[config.mk]
export PLATFORM = sky130hd
export DESIGN_NAME = fsb_cycle_ctrl_flat
export DESIGN_NICKNAME = d
export VERILOG_FILES = /design/src/rtl/fsb_cycle_ctrl_if.sv /design/src/rtl/fsb_cycle_ctrl.sv /design/src/flat_wrapper.sv
export SDC_FILE = /design/constraint.sdc
export NUM_CORES = 1
export LEC_CHECK = 0
export BUFFER_PORTS_ARGS = -buffer_cell sky130_fd_sc_hd__buf_2
export CAP_MARGIN = 0
export CORE_MARGIN = 3
export CORE_UTILIZATION = 54
export DETAILED_ROUTE_END_ITERATION = 10
export GPL_TIMING_DRIVEN = 0
export HOLD_SLACK_MARGIN = 0.03
export PLACE_DENSITY = 0.73
export SLEW_MARGIN = 20
export SYNTH_ARGS = -nofsm -noshare
export SYNTH_HDL_FRONTEND = slang
export SYNTH_SLANG_ARGS = --single-unit
export TNS_END_PERCENT = 30
[constraint.sdc]
create_clock -name CLK -period 2 [get_ports CLK]
set_clock_uncertainty 0.05 [all_clocks]
set_input_delay 0.1 -clock CLK [delete_from_list [all_inputs] [get_ports CLK]]
set_output_delay 0.1 -clock CLK [all_outputs]
set_load 0.01 [all_outputs]
[src/rtl/fsb_cycle_ctrl_if.sv]
// rtl/fsb_cycle_ctrl_if.sv - bus-cycle handshake signals between CPU-side glue and the cycle controller
interface fsb_cycle_ctrl_if;
  logic ASActive;
  logic RAMCS;
  logic ROMCS;
  logic IOCS;
  logic IACS;
  logic IOACK;
  logic IOREQ;
  logic DTACK;
  logic BERR;
  logic Busy;

  modport master (
    output ASActive, RAMCS, ROMCS, IOCS, IACS, IOACK,
    input  IOREQ, DTACK, BERR, Busy
  );

  modport slave (
    input  ASActive, RAMCS, ROMCS, IOCS, IACS, IOACK,
    output IOREQ, DTACK, BERR, Busy
  );
endinterface

[src/rtl/fsb_cycle_ctrl.sv]
// rtl/fsb_cycle_ctrl.sv - bus cycle terminator: RAM/ROM wait states, I/O four-phase handshake
// Optional bus-error timeout on I/O and unmapped cycles: FSB_BERR_TIMEOUT_EN.
module fsb_cycle_ctrl #(
  parameter int unsigned RAM_WS  = 1,
  parameter int unsigned ROM_WS  = 2,
  parameter int unsigned TIMEOUT = 255
) (
  input logic             CLK,
  input logic             RES,
  fsb_cycle_ctrl_if.slave bus
);

  typedef enum logic [2:0] {IDLE, WAIT, IOWAIT, UNMAP, TERM, DRAIN} state_t;

  localparam logic [3:0] RAM_LOAD = 4'(RAM_WS);
  localparam logic [3:0] ROM_LOAD = 4'(ROM_WS);

  state_t     state, state_nx;
  logic [3:0] cnt, cnt_nx;
  logic       ack_meta, ackS;
  logic       dtack_q, dtack_nx;
  logic       berr_q, berr_nx;
  logic       ioreq_q, ioreq_nx;
  logic       timeout_hit;

  // IOACK comes from a foreign clock domain
  always_ff @(posedge CLK or posedge RES) begin
    if (RES) begin
      ack_meta <= 1'b0;
      ackS     <= 1'b0;
    end else begin
      ack_meta <= bus.IOACK;
      ackS     <= ack_meta;
    end
  end

`ifdef FSB_BERR_TIMEOUT_EN
  localparam logic [7:0] TO_LAST = 8'(TIMEOUT - 1);
  logic [7:0] tcnt;

  // Cleared on every state change, so it restarts on IOWAIT/UNMAP entry
  always_ff @(posedge CLK or posedge RES) begin
    if (RES) begin
      tcnt <= '0;
    end else if (state_nx != state) begin
      tcnt <= '0;
    end else if (state == IOWAIT || state == UNMAP) begin
      tcnt <= tcnt + 8'd1;
    end
  end

  assign timeout_hit = (tcnt == TO_LAST);
`else
  assign timeout_hit = 1'b0;
`endif

  always_ff @(posedge CLK or posedge RES) begin
    if (RES) begin
      state   <= IDLE;
      cnt     <= '0;
      dtack_q <= 1'b0;
      berr_q  <= 1'b0;
      ioreq_q <= 1'b0;
    end else begin
      state   <= state_nx;
      cnt     <= cnt_nx;
      dtack_q <= dtack_nx;
      berr_q  <= berr_nx;
      ioreq_q <= ioreq_nx;
    end
  end

  always_comb begin
    state_nx = state;
    cnt_nx   = cnt;
    dtack_nx = dtack_q;
    berr_nx  = berr_q;
    ioreq_nx = ioreq_q;
    unique case (state)
      IDLE: begin
        if (bus.ASActive) begin
          if (bus.IOCS || bus.IACS) begin
            // A still-high synchronised ack means the last handshake has not finished
            if (!ackS) begin
              state_nx = IOWAIT;
              ioreq_nx = 1'b1;
            end
          end else if (bus.ROMCS) begin
            state_nx = WAIT;
            cnt_nx   = ROM_LOAD;
          end else if (bus.RAMCS) begin
            state_nx = WAIT;
            cnt_nx   = RAM_LOAD;
          end else begin
            state_nx = UNMAP;
          end
        end
      end
      WAIT: begin
        if (!bus.ASActive) begin
          state_nx = IDLE;
        end else if (cnt == 4'd0) begin
          state_nx = TERM;
          dtack_nx = 1'b1;
        end else begin
          cnt_nx = cnt - 4'd1;
        end
      end
      IOWAIT: begin
        if (!bus.ASActive) begin
          state_nx = DRAIN;
        end else if (ackS) begin
          state_nx = TERM;
          ioreq_nx = 1'b0;
          dtack_nx = 1'b1;
        end else if (timeout_hit) begin
          state_nx = TERM;
          ioreq_nx = 1'b0;
          berr_nx  = 1'b1;
        end
      end
      UNMAP: begin
        if (!bus.ASActive) begin
          state_nx = IDLE;
        end else if (timeout_hit) begin
          state_nx = TERM;
          berr_nx  = 1'b1;
        end
      end
      TERM: begin
        if (!bus.ASActive) begin
          state_nx = IDLE;
          dtack_nx = 1'b0;
          berr_nx  = 1'b0;
        end
      end
      DRAIN: begin
        // Aborted I/O cycle: finish the handshake silently
        if (ackS) begin
          state_nx = IDLE;
          ioreq_nx = 1'b0;
        end
      end
      default: begin
        state_nx = IDLE;
        dtack_nx = 1'b0;
        berr_nx  = 1'b0;
        ioreq_nx = 1'b0;
      end
    endcase
  end

  assign bus.DTACK = dtack_q;
  assign bus.BERR  = berr_q;
  assign bus.IOREQ = ioreq_q;
  assign bus.Busy  = (state != IDLE);

endmodule

[src/flat_wrapper.sv]
// flat-port wrapper written by rule: the top's interface ports become plain ports
module fsb_cycle_ctrl_flat 
#(
  parameter int unsigned RAM_WS  = 1,
  parameter int unsigned ROM_WS  = 2,
  parameter int unsigned TIMEOUT = 255
)
  (CLK, RES, bus_ASActive, bus_RAMCS, bus_ROMCS, bus_IOCS, bus_IACS, bus_IOACK, bus_IOREQ, bus_DTACK, bus_BERR, bus_Busy);
  fsb_cycle_ctrl_if bus_i ();
  input logic CLK;
  input logic RES;
  input wire logic [$bits(bus_i.ASActive)-1:0] bus_ASActive;
  input wire logic [$bits(bus_i.RAMCS)-1:0] bus_RAMCS;
  input wire logic [$bits(bus_i.ROMCS)-1:0] bus_ROMCS;
  input wire logic [$bits(bus_i.IOCS)-1:0] bus_IOCS;
  input wire logic [$bits(bus_i.IACS)-1:0] bus_IACS;
  input wire logic [$bits(bus_i.IOACK)-1:0] bus_IOACK;
  output wire logic [$bits(bus_i.IOREQ)-1:0] bus_IOREQ;
  output wire logic [$bits(bus_i.DTACK)-1:0] bus_DTACK;
  output wire logic [$bits(bus_i.BERR)-1:0] bus_BERR;
  output wire logic [$bits(bus_i.Busy)-1:0] bus_Busy;
  assign bus_i.ASActive = bus_ASActive;
  assign bus_i.RAMCS = bus_RAMCS;
  assign bus_i.ROMCS = bus_ROMCS;
  assign bus_i.IOCS = bus_IOCS;
  assign bus_i.IACS = bus_IACS;
  assign bus_i.IOACK = bus_IOACK;
  assign bus_IOREQ = bus_i.IOREQ;
  assign bus_DTACK = bus_i.DTACK;
  assign bus_BERR = bus_i.BERR;
  assign bus_Busy = bus_i.Busy;
  fsb_cycle_ctrl #(.RAM_WS(RAM_WS), .ROM_WS(ROM_WS), .TIMEOUT(TIMEOUT)) u_core (.CLK(CLK), .RES(RES), .bus(bus_i));
endmodule
---- Yosys cells after proc, flatten, opt, wreduce, memory -nomap -nowiden ----
Cells that the tools add are included.
word-level totals
  logic and storage cells ................. 78
  output and inout bits ................... 4
  input port bits ......................... 8
  register bits after elaboration ......... 12
operators by class
  multiplexer cells ....................... 32
  equality and inequality tests ........... 21
  reductions and logical operators ........ 14
  bitwise gates (word level) .............. 3
  add/sub/neg operators ................... 1
operator list
  cell                                                                 number
  3-bit two-way mux                                                    10
  4-bit two-way mux                                                    6
  6-bit AND reduction                                                  3
  2-bit != test (second input constant)                                8
  3-bit case mux with 5 select lines                                   1
  1-bit two-way mux                                                    10
  2-bit by 1-bit != test with 1-bit output (second input constant)     4
  1-bit case mux with 4 select lines                                   2
  4-bit case mux with 2 select lines                                   1
  3-bit by 2-bit == test with 1-bit output (second input constant)     2
  3-bit == test (second input constant)                                2
  3-bit by 2-bit != test with 1-bit output (second input constant)     2
  3-bit != test (second input constant)                                2
  3-bit OR reduction                                                   2
  5-bit AND reduction                                                  1
  5-bit OR reduction                                                   1
  4-bit logical NOT                                                    1
  4-bit by 1-bit subtractor with 4-bit output (second input constant)  1
  3-bit by 1-bit == test with 1-bit output (second input constant)     1
  3-bit logical NOT                                                    1
  1-bit inverter                                                       3
  3-bit nonzero test                                                   1
  2-bit two-way mux                                                    1
  1-bit case mux with 2 select lines                                   1
  other kinds (4)                                                      4

---- Depth between registers and ports, before layout ----
Gate-level depths: netlist (run 1).
  word-level depth ........................ 5
  depth in mapped cells ................... 6
  gate-level depth less buffers ........... 6

---- Least setup slack after synthesis (run 1) ----
Ideal clock, no wire load.
  kind .................................... register to register
  from .................................... register u_core.cnt[0]
  to ...................................... register u_core.cnt[1]
  setup slack ............................. 165 ps
  data arrival time ....................... 1,658 ps
  stages on the path, launching flop included .. 7
  buffers on the path ..................... 0
  cell sequence ........................... dfrtp_1 -> inv_1 -> ha_1 -> or3b_2 -> nand3_2 -> and2_1 -> mux2_1
on the way
  cells in the longest elaborated chain, start to end .. 4
RTL lines
  item                                         RTL line               text
  from (decl)                                  fsb_cycle_ctrl.sv:19   logic [3:0] cnt, cnt_nx;
  from (signal assigned)                       fsb_cycle_ctrl.sv:66   cnt <= cnt_nx;
  4-bit by 1-bit subtractor with 4-bit output  fsb_cycle_ctrl.sv:106  cnt_nx = cnt - 4'd1;
  4-bit two-way mux                            fsb_cycle_ctrl.sv:102  end else if (cnt == 4'd0) begin
  4-bit two-way mux                            fsb_cycle_ctrl.sv:100  if (!bus.ASActive) begin
  4-bit case mux with 2 select lines           fsb_cycle_ctrl.sv:79   unique case (state)
Several ways; a longest one is shown, not always the timed one. The select of a mux whose other input is x is not followed.
A chain may end at the register's enable or synchronous reset.

---- Worst setup path in the final report (run 1) ----
Same ends and word-level chain as after synthesis.

==> key figures, run 1 <==
Clock network
  – Clock sink count: 11
  – H-tree Lvls: 1
  – Latest clock arrival within the worst-skew pair: 0.27 ns
  – CTS tree: yes
  – Cts bufs inserted: 3
  – CTS Buffer Depth: 2
  – Reg clk slew, reported paths: 0.07 ns
  – Root Driver: clkbuf_4

Worst setup path
  – R2R setup slack: 0.04 ns
  – Critical path class: register to register
  – Worst R2R Path Depth: 6
  – Worst-path fanout max: 7
  – Reg2reg end: u_core.cnt[1]$_DFFE_PP0P_
  – Crit end category: register
  – Critical R2R Launch: u_core.cnt[0]$_DFFE_PP0P_
  – Worst stage delay on the critical path: 0.49 ns
  – Slowest cell on the critical path: or3b_2
  – CP arrival: 2.07 ns
  – Critical Path Source Type: register
  – WP data required: 2.11 ns
  – Crit-path cells: inv_1 -> ha_1 -> or3b_2 -> nand3_4 -> and2_4 -> mux2_1

Pwr
  – Seq pwr share: 0.344
  – Power share of the clock group: 0.157
  – Internal: 606.6 uW
  – Sw Ratio: 0.3926
  – Logic pwr share: 0.499
  – Leakage: 0.4203 nW
  – Switch Pwr: 392.1 uW
  – PwrDens: 1085 nW/um^2
  – Peak VDD IR: 0.5377 mV

Final layout
  – Area grow syn2layout: 16.83%
  – Layout cells sized above 1: 0.2755
  – Ant diodes: 0
  – Cell Count, Final, Fillers Out: 113
  – Nets: 109

Routing
  – Final WL: 1.715 mm
  – Initial drt markers: 19
  – Final ANT Viol Nets: 0
  – Initial DRT Pass Iterations: 4
  – Vias/cell: 6.177
  – Residual DRC: 0
  – Mean routed wirelength per cell: 15.18 microns
  – DR vias: 698

Placement
  – Placed cells: 106
  – Port bufs: 10
  – GPL Wtd Cong: 0.8227
  – DPL Wire Length: 1.224 mm

Floorplanning
  – Io pins: 12
  – DIE AREA: 1954 sq um
  – CORE AREA: 1334 sq um
  – Die Wd: 44.21 microns
  – Initial core utilization: 0.5910
  – Die Y: 44.21 microns
  – Rows: 13

Synth
  – Mapped Area: 788.3 sq um
  – Largest cells by area after synthesis: dfrtp_1 35%, buf_6 4.3%, nor2_1 3.3%, ha_1 3.2%, nand4bb_1 2.9%
  – Number of synthesized flops with an enable pin: 0
  – Synth top area share: 0.3492
  – Synth cell count leaders: 11 x dfrtp_1, 7 x nor2_1, 5 x inv_1, 5 x nand2_1
  – Most frequent cell after synthesis: dfrtp_1
  – Synth warn: 0
  – Post-synthesis register bit count: 11
  – Mean Syn Cell Area: 9.732 sq um
  – Post-synthesis cell count: 81
  – Asr flop ratio synth: 1.000
  – Post-Syn Nets: 91
  – Most used DFF post-synth: dfrtp_1
  – Sequential share of the synthesized area: 0.3492
  – Cell taking the most area after synthesis: dfrtp_1
  – Netlist cell types: 45

Run status
  – Outcome: finished clean

Timing
  – Clock period minus worst slack: 1.959 ns
  – Final worst-path cycle share: 0.9793
  – Final Hold Fails: 0
  – Final number of max-transition violations: 0
  – Peak Freq: 510.6 MHz
  – RSZ-0062 raised after global routing: no
  – Setup TNS: 0 ns
  – Setup violations, final: 0

Global route
  – Grt ovf: 0
  – Initial antenna violation count: 0
  – Tot GR Track Use: 0.2003
  – Vias in the first global route: 667
  – Pin count of the biggest net entering global routing: 12
  – First-pass GRT wire length: 2.891 mm

Min path
  – HP Class: input pin to register
  – Worst Hold Depth: 4
  – Worst hold start: bus_RAMCS
  – Hold Path End: u_core.state[1]$_DFFE_PP0P_

Job
  – Max Cap Viol: 0
[flip-flops by register name, indices dropped and copies added (netlist names)]
register,flops
u_core.ackS,1
u_core.ack_meta,1
u_core.bus.DTACK,1
u_core.bus.IOREQ,1
u_core.cnt,4
u_core.state,3
[layer usage]
metal | wire length, microns | GRT usage
met3 | 76 | 0.05285
met4 | 30 | 0.09036
met2 | 786 | 0.2994
met1 | 821 | 0.2704
met5 | 0 | 0
[worst max path at each step]
stage | from | to | cells past startpoint
after global placement | u_core.cnt[0]$_DFFE_PP0P_ | u_core.cnt[1]$_DFFE_PP0P_ | 6
final | u_core.cnt[0]$_DFFE_PP0P_ | u_core.cnt[1]$_DFFE_PP0P_ | 6
after floorplan | u_core.cnt[0]$_DFFE_PP0P_ | u_core.cnt[1]$_DFFE_PP0P_ | 6
after CTS | u_core.cnt[0]$_DFFE_PP0P_ | u_core.cnt[1]$_DFFE_PP0P_ | 6
after global routing | u_core.cnt[0]$_DFFE_PP0P_ | u_core.cnt[1]$_DFFE_PP0P_ | 6
after detailed placement | u_core.cnt[0]$_DFFE_PP0P_ | u_core.cnt[1]$_DFFE_PP0P_ | 6
[per-stage QoR]
stage | hold slack, ns | utilization | power, mW | instance area [sq um] | worst slack, ns
6_report | 0.2011 | 0.6904 | 0.9988 | 920.9 | 0.04133
5_1_grt | 0.2124 | 0.6904 | 1.070 | 920.9 | 0.009315
4_1_cts | 0.1922 | 0.6792 | 0.9856 | 905.9 | 0.02967
3_5_place_dp | 0.06253 | 0.6426 | 0.8203 | 857.1 | 0.02202
3_3_place_gp | 0.05855 | 0.6426 | 0.8079 | 857.1 | 0.03703
2_1_floorplan | -0.09756 | - | 0.7065 | 788.3 | 0.1649
[power groups by stage]
stage	Clock, mW	Sequential [mW]	Combinational, mW
2_1_floorplan	0	0.345	0.362
3_3_place_gp	0	0.345	0.463
3_5_place_dp	0	0.348	0.472
4_1_cts	0.159	0.344	0.483
5_1_grt	0.171	0.353	0.546
6_report	0.157	0.343	0.498
[area by class of cell]
cell class	instances	area [sq um]
inverters	5	18.77
clock buffers	4	26.28
repair buffers	13	77.57
fillers	112	412.9
multi-input cells	59	454.2
flip-flops and latches	11	275.3
well taps	15	18.77
plain buffers	6	50.05
[layout by cell type (no fill, tap or decap), drive strengths merged, types with 2 or more instances in the layout]
master	instances
buf	16
dfrtp	11
nor2	7
nand2	5
inv	5
clkbuf	5
a21oi	3
nand4bb	2
nor2b	2
a31oi	2
o211ai	2
a211oi	2
nand3b	2
a221o	2
ha	2
dlygate4sd3	2
nor3b	2
a31o	2
mux2	2
[what timing repair did]
| item | in CTS | in global routing |
|---|---|---|
| buffers inserted | 0 | 1 |
| gates resized for setup | 1 | 1 |
| hold endpoints to repair | 12 | 0 |
| endpoints found under the setup margin | 1 | 1 |
| hold buffers | 2 | 0 |
[kinds of logic (layout without fill, tap and decap cells)]
kind of cell	Yosys count	after routing	share of synthesized area
AND/OR/NAND/NOR	32	32	0.2810
AO/OA/AOI/OAI	21	21	0.2048
flip-flops	11	11	0.3492
buffers and inverters	11	28	0.08729
multiplexers	3	3	0.04127
adder cells (fa/ha/maj)	2	2	0.03174
other	1	1	0.004757
[critical path: cells and delay by family, from the launching register on]
kind,cells,cell delay [ns]
AND/OR/NAND/NOR,3,0.80
flip-flops,1,0.43
multiplexers,1,0.32
adder cells (fa/ha/maj),1,0.14
buffers and inverters,1,0.10
(Power assumes the default switching activity.)
==> run 2: changes to the inputs <==
--- a/config.mk
+++ b/config.mk
@@ -13,7 +13,6 @@
 export GPL_TIMING_DRIVEN = 0
 export HOLD_SLACK_MARGIN = 0.03
 export PLACE_DENSITY = 0.73
-export SLEW_MARGIN = 20
 export SYNTH_ARGS = -nofsm -noshare
 export SYNTH_HDL_FRONTEND = slang
 export SYNTH_SLANG_ARGS = --single-unit
==> constraint.sdc (replaced) <==
create_clock -name CLK -period 2.1 [get_ports CLK]
set_clock_uncertainty 0.05 [all_clocks]
set_input_delay 0.105 -clock CLK [delete_from_list [all_inputs] [get_ports CLK]]
set_output_delay 0.105 -clock CLK [all_outputs]
set_load 0.01 [all_outputs]
==> run 2 against run 1 <==
  * Register-to-register slack gained 0.04 ns
  * Cell area is 1.9% lower
  * Maximum frequency is 3.1% lower
  * Largest power group unchanged
  * Worst setup slack gained 0.037 ns
  * Clock-buffer cell count stayed put
==> key figures, run 2 (same netlist as run 1, synthesis figures left out) <==
Placement
  – Port bufs: 10 (unchanged)
  – GPL Wtd Cong: 0.8227 (unchanged)
  – DPL Wire Length: 1.224 mm (unchanged)
  – Placed cells: 106 (unchanged)

Routing
  – DR vias: 691 (-1.0%)
  – Initial DRT Pass Iterations: 4 (unchanged)
  – Mean routed wirelength per cell: 15.27 microns (+0.60%)
  – Residual DRC: 0 (unchanged)
  – Initial drt markers: 31 (+12)
  – Vias/cell: 6.170 (-0.12%)
  – Final WL: 1.710 mm (-0.29%)
  – Final ANT Viol Nets: 0 (unchanged)

Global route
  – First-pass GRT wire length: 2.891 mm (unchanged)
  – Initial antenna violation count: 0 (unchanged)
  – Vias in the first global route: 667 (unchanged)
  – Tot GR Track Use: 0.2003 (unchanged)
  – Pin count of the biggest net entering global routing: 12 (unchanged)
  – Grt ovf: 0 (unchanged)

Final layout
  – Max reg flops: 4 (unchanged)
  – Layout cells sized above 1: 0.2577 (-0.01778)
  – Nets: 108 (-0.92%)
  – Area grow syn2layout: 14.60%
  – Final core occ: 0.6773 (-0.01313)
  – Fillers: 114 (+1.8%)
  – Cell Count, Final, Fillers Out: 112 (-0.88%)
  – Top reg by flops: u_core.cnt
  – Commonest cells after routing, fill and taps aside: 11 x buf_2, 11 x dfrtp_1, 7 x nor2_1
  – Ant diodes: 0 (unchanged)
  – Largest registers: u_core.cnt: 4 flops, u_core.state: 3 flops

Pwr
  – Seq pwr share: 0.352 (+0.008)
  – Total power: 931.7 uW (-6.7%)
  – Logic pwr share: 0.490 (-0.009)
  – PwrDens: 1031 nW/um^2 (-4.9%)
  – Internal: 567.3 uW (-6.5%)
  – Power share of the clock group: 0.158 (about the same)
  – Peak VDD IR: 0.5126 mV (-4.7%)
  – Switch Pwr: 364.4 uW (-7.1%)
  – Sw Ratio: 0.3911 (-0.001524)
  – Leakage: 0.4122 nW (-1.9%)

Clock network
  – Cts repair resizes: 0 (-1)
  – Clock sink count: 11 (unchanged)
  – CTS tree: yes
  – Root Driver: clkbuf_4
  – H-tree Lvls: 1 (unchanged)
  – Cts bufs inserted: 3 (unchanged)
  – Latest clock arrival within the worst-skew pair: 0.27 ns (about the same)
  – Cts hold-fix bufs: 2 (unchanged)
  – Reg clk slew, reported paths: 0.07 ns (about the same)
  – CTS Buffer Depth: 2 (unchanged)
  – # Post-CTS Setup Buffers: 0 (unchanged)

Worst setup path
  – Worst-path fanout max: 7 (unchanged)
  – R2R setup slack: 0.08 ns (+0.04 ns)
  – Crit end category: register
  – WP data required: 2.21 ns (+0.10 ns)
  – Crit-path cells: inv_1 -> ha_1 -> or3b_2 -> nand3_2 -> and2_1 -> mux2_1
  – Critical Path Source Type: register
  – CP arrival: 2.13 ns (+0.06 ns)
  – Slowest cell on the critical path: or3b_2
  – Critical path class: register to register
  – Worst stage delay on the critical path: 0.48 ns (about the same)

Timing
  – Final Hold Fails: 0 (unchanged)
  – RSZ-0062 raised after global routing: no
  – Clock period minus worst slack: 2.021 ns (+0.06272 ns)
  – Setup TNS: 0 ns (unchanged)
  – Setup violations, final: 0 (unchanged)
  – Hold WS: 0.2079 ns (+0.006786 ns)
  – Peak Freq: 494.7 MHz (-3.1%)
  – Final worst-path cycle share: 0.9626 (-0.01677)
  – Final number of max-transition violations: 0 (unchanged)

Floorplanning
  – Io pins: 12 (unchanged)
  – CORE AREA: 1334 sq um (unchanged)
  – DIE AREA: 1954 sq um (unchanged)
  – Initial core utilization: 0.5910 (unchanged)
  – Rows: 13 (unchanged)
  – Die Y: 44.21 microns (unchanged)
  – Die Wd: 44.21 microns (unchanged)

Min path
  – HP Class: input pin to register

Run status
  – Outcome: finished clean

Job
  – Max Cap Viol: 0 (unchanged)
run 2: cell types whose count changed in the layout (fill, tap and decap cells not counted), sizes merged:
cell	change
buf	-1
run 2: final timing paths:
check | from | cells past startpoint | to
max | u_core.cnt[0]$_DFFE_PP0P_ | 6 | u_core.cnt[1]$_DFFE_PP0P_
min | bus_RAMCS | 4 | u_core.state[1]$_DFFE_PP0P_
max reg2reg | u_core.cnt[0]$_DFFE_PP0P_ | 6 | u_core.cnt[1]$_DFFE_PP0P_
min reg2reg | u_core.ack_meta$_DFF_PP0_ | 0 | u_core.ackS$_DFF_PP0_
max in group asynchronous | RES | 3 | u_core.ackS$_DFF_PP0_
min in group asynchronous | RES | 3 | u_core.cnt[0]$_DFFE_PP0P_
run 2: worst max-delay path, delay by kind of cell, from the launching register on:
| kind | cells | cell delay, ns |
|---|---|---|
| mux | 1 | 0.34 |
| simple gates | 3 | 0.84 |
| buf+inv | 1 | 0.10 |
| flops | 1 | 0.43 |
| fa+ha+maj | 1 | 0.14 |
run 2: cell type report:
class,count,area (sq um),area share
Buffer,6,50.05,0.05540
Inverter,5,18.77,0.02078
Timing Repair Buffer,12,70.07,0.07756
Sequential cell,11,275.3,0.3047
Tap cell,15,18.77,0.02078
Multi-Input combinational cell,59,444.2,0.4917
Clock buffer,4,26.28,0.02909
run 2: per-stage QoR:
step / worst slack (ns) / area, sq um
2_1_floorplan: 0.2649 / 788.3
3_3_place_gp: 0.1370 / 857.1
3_5_place_dp: 0.1220 / 857.1
4_1_cts: 0.08931 / 903.4
5_1_grt: 0.02721 / 903.4
6_report: 0.07861 / 903.4
run 2: power groups by stage:
stage	clock, mW	combinational [mW]	sequential [mW]
after floorplan	0	0.344	0.328
after global placement	0	0.441	0.329
after detailed placement	0	0.449	0.332
after CTS	0.151	0.457	0.327
after global routing	0.163	0.503	0.337
final	0.148	0.457	0.328
run 2: routing by layer:
metal  vias to the layer above  share of wire  track usage
met5                         -              0            0
met4                         0         0.0070      0.09036
met3                         2          0.057      0.05285
met2                        28           0.47       0.2994
met1                       328           0.47       0.2704
li1                        333              -            -
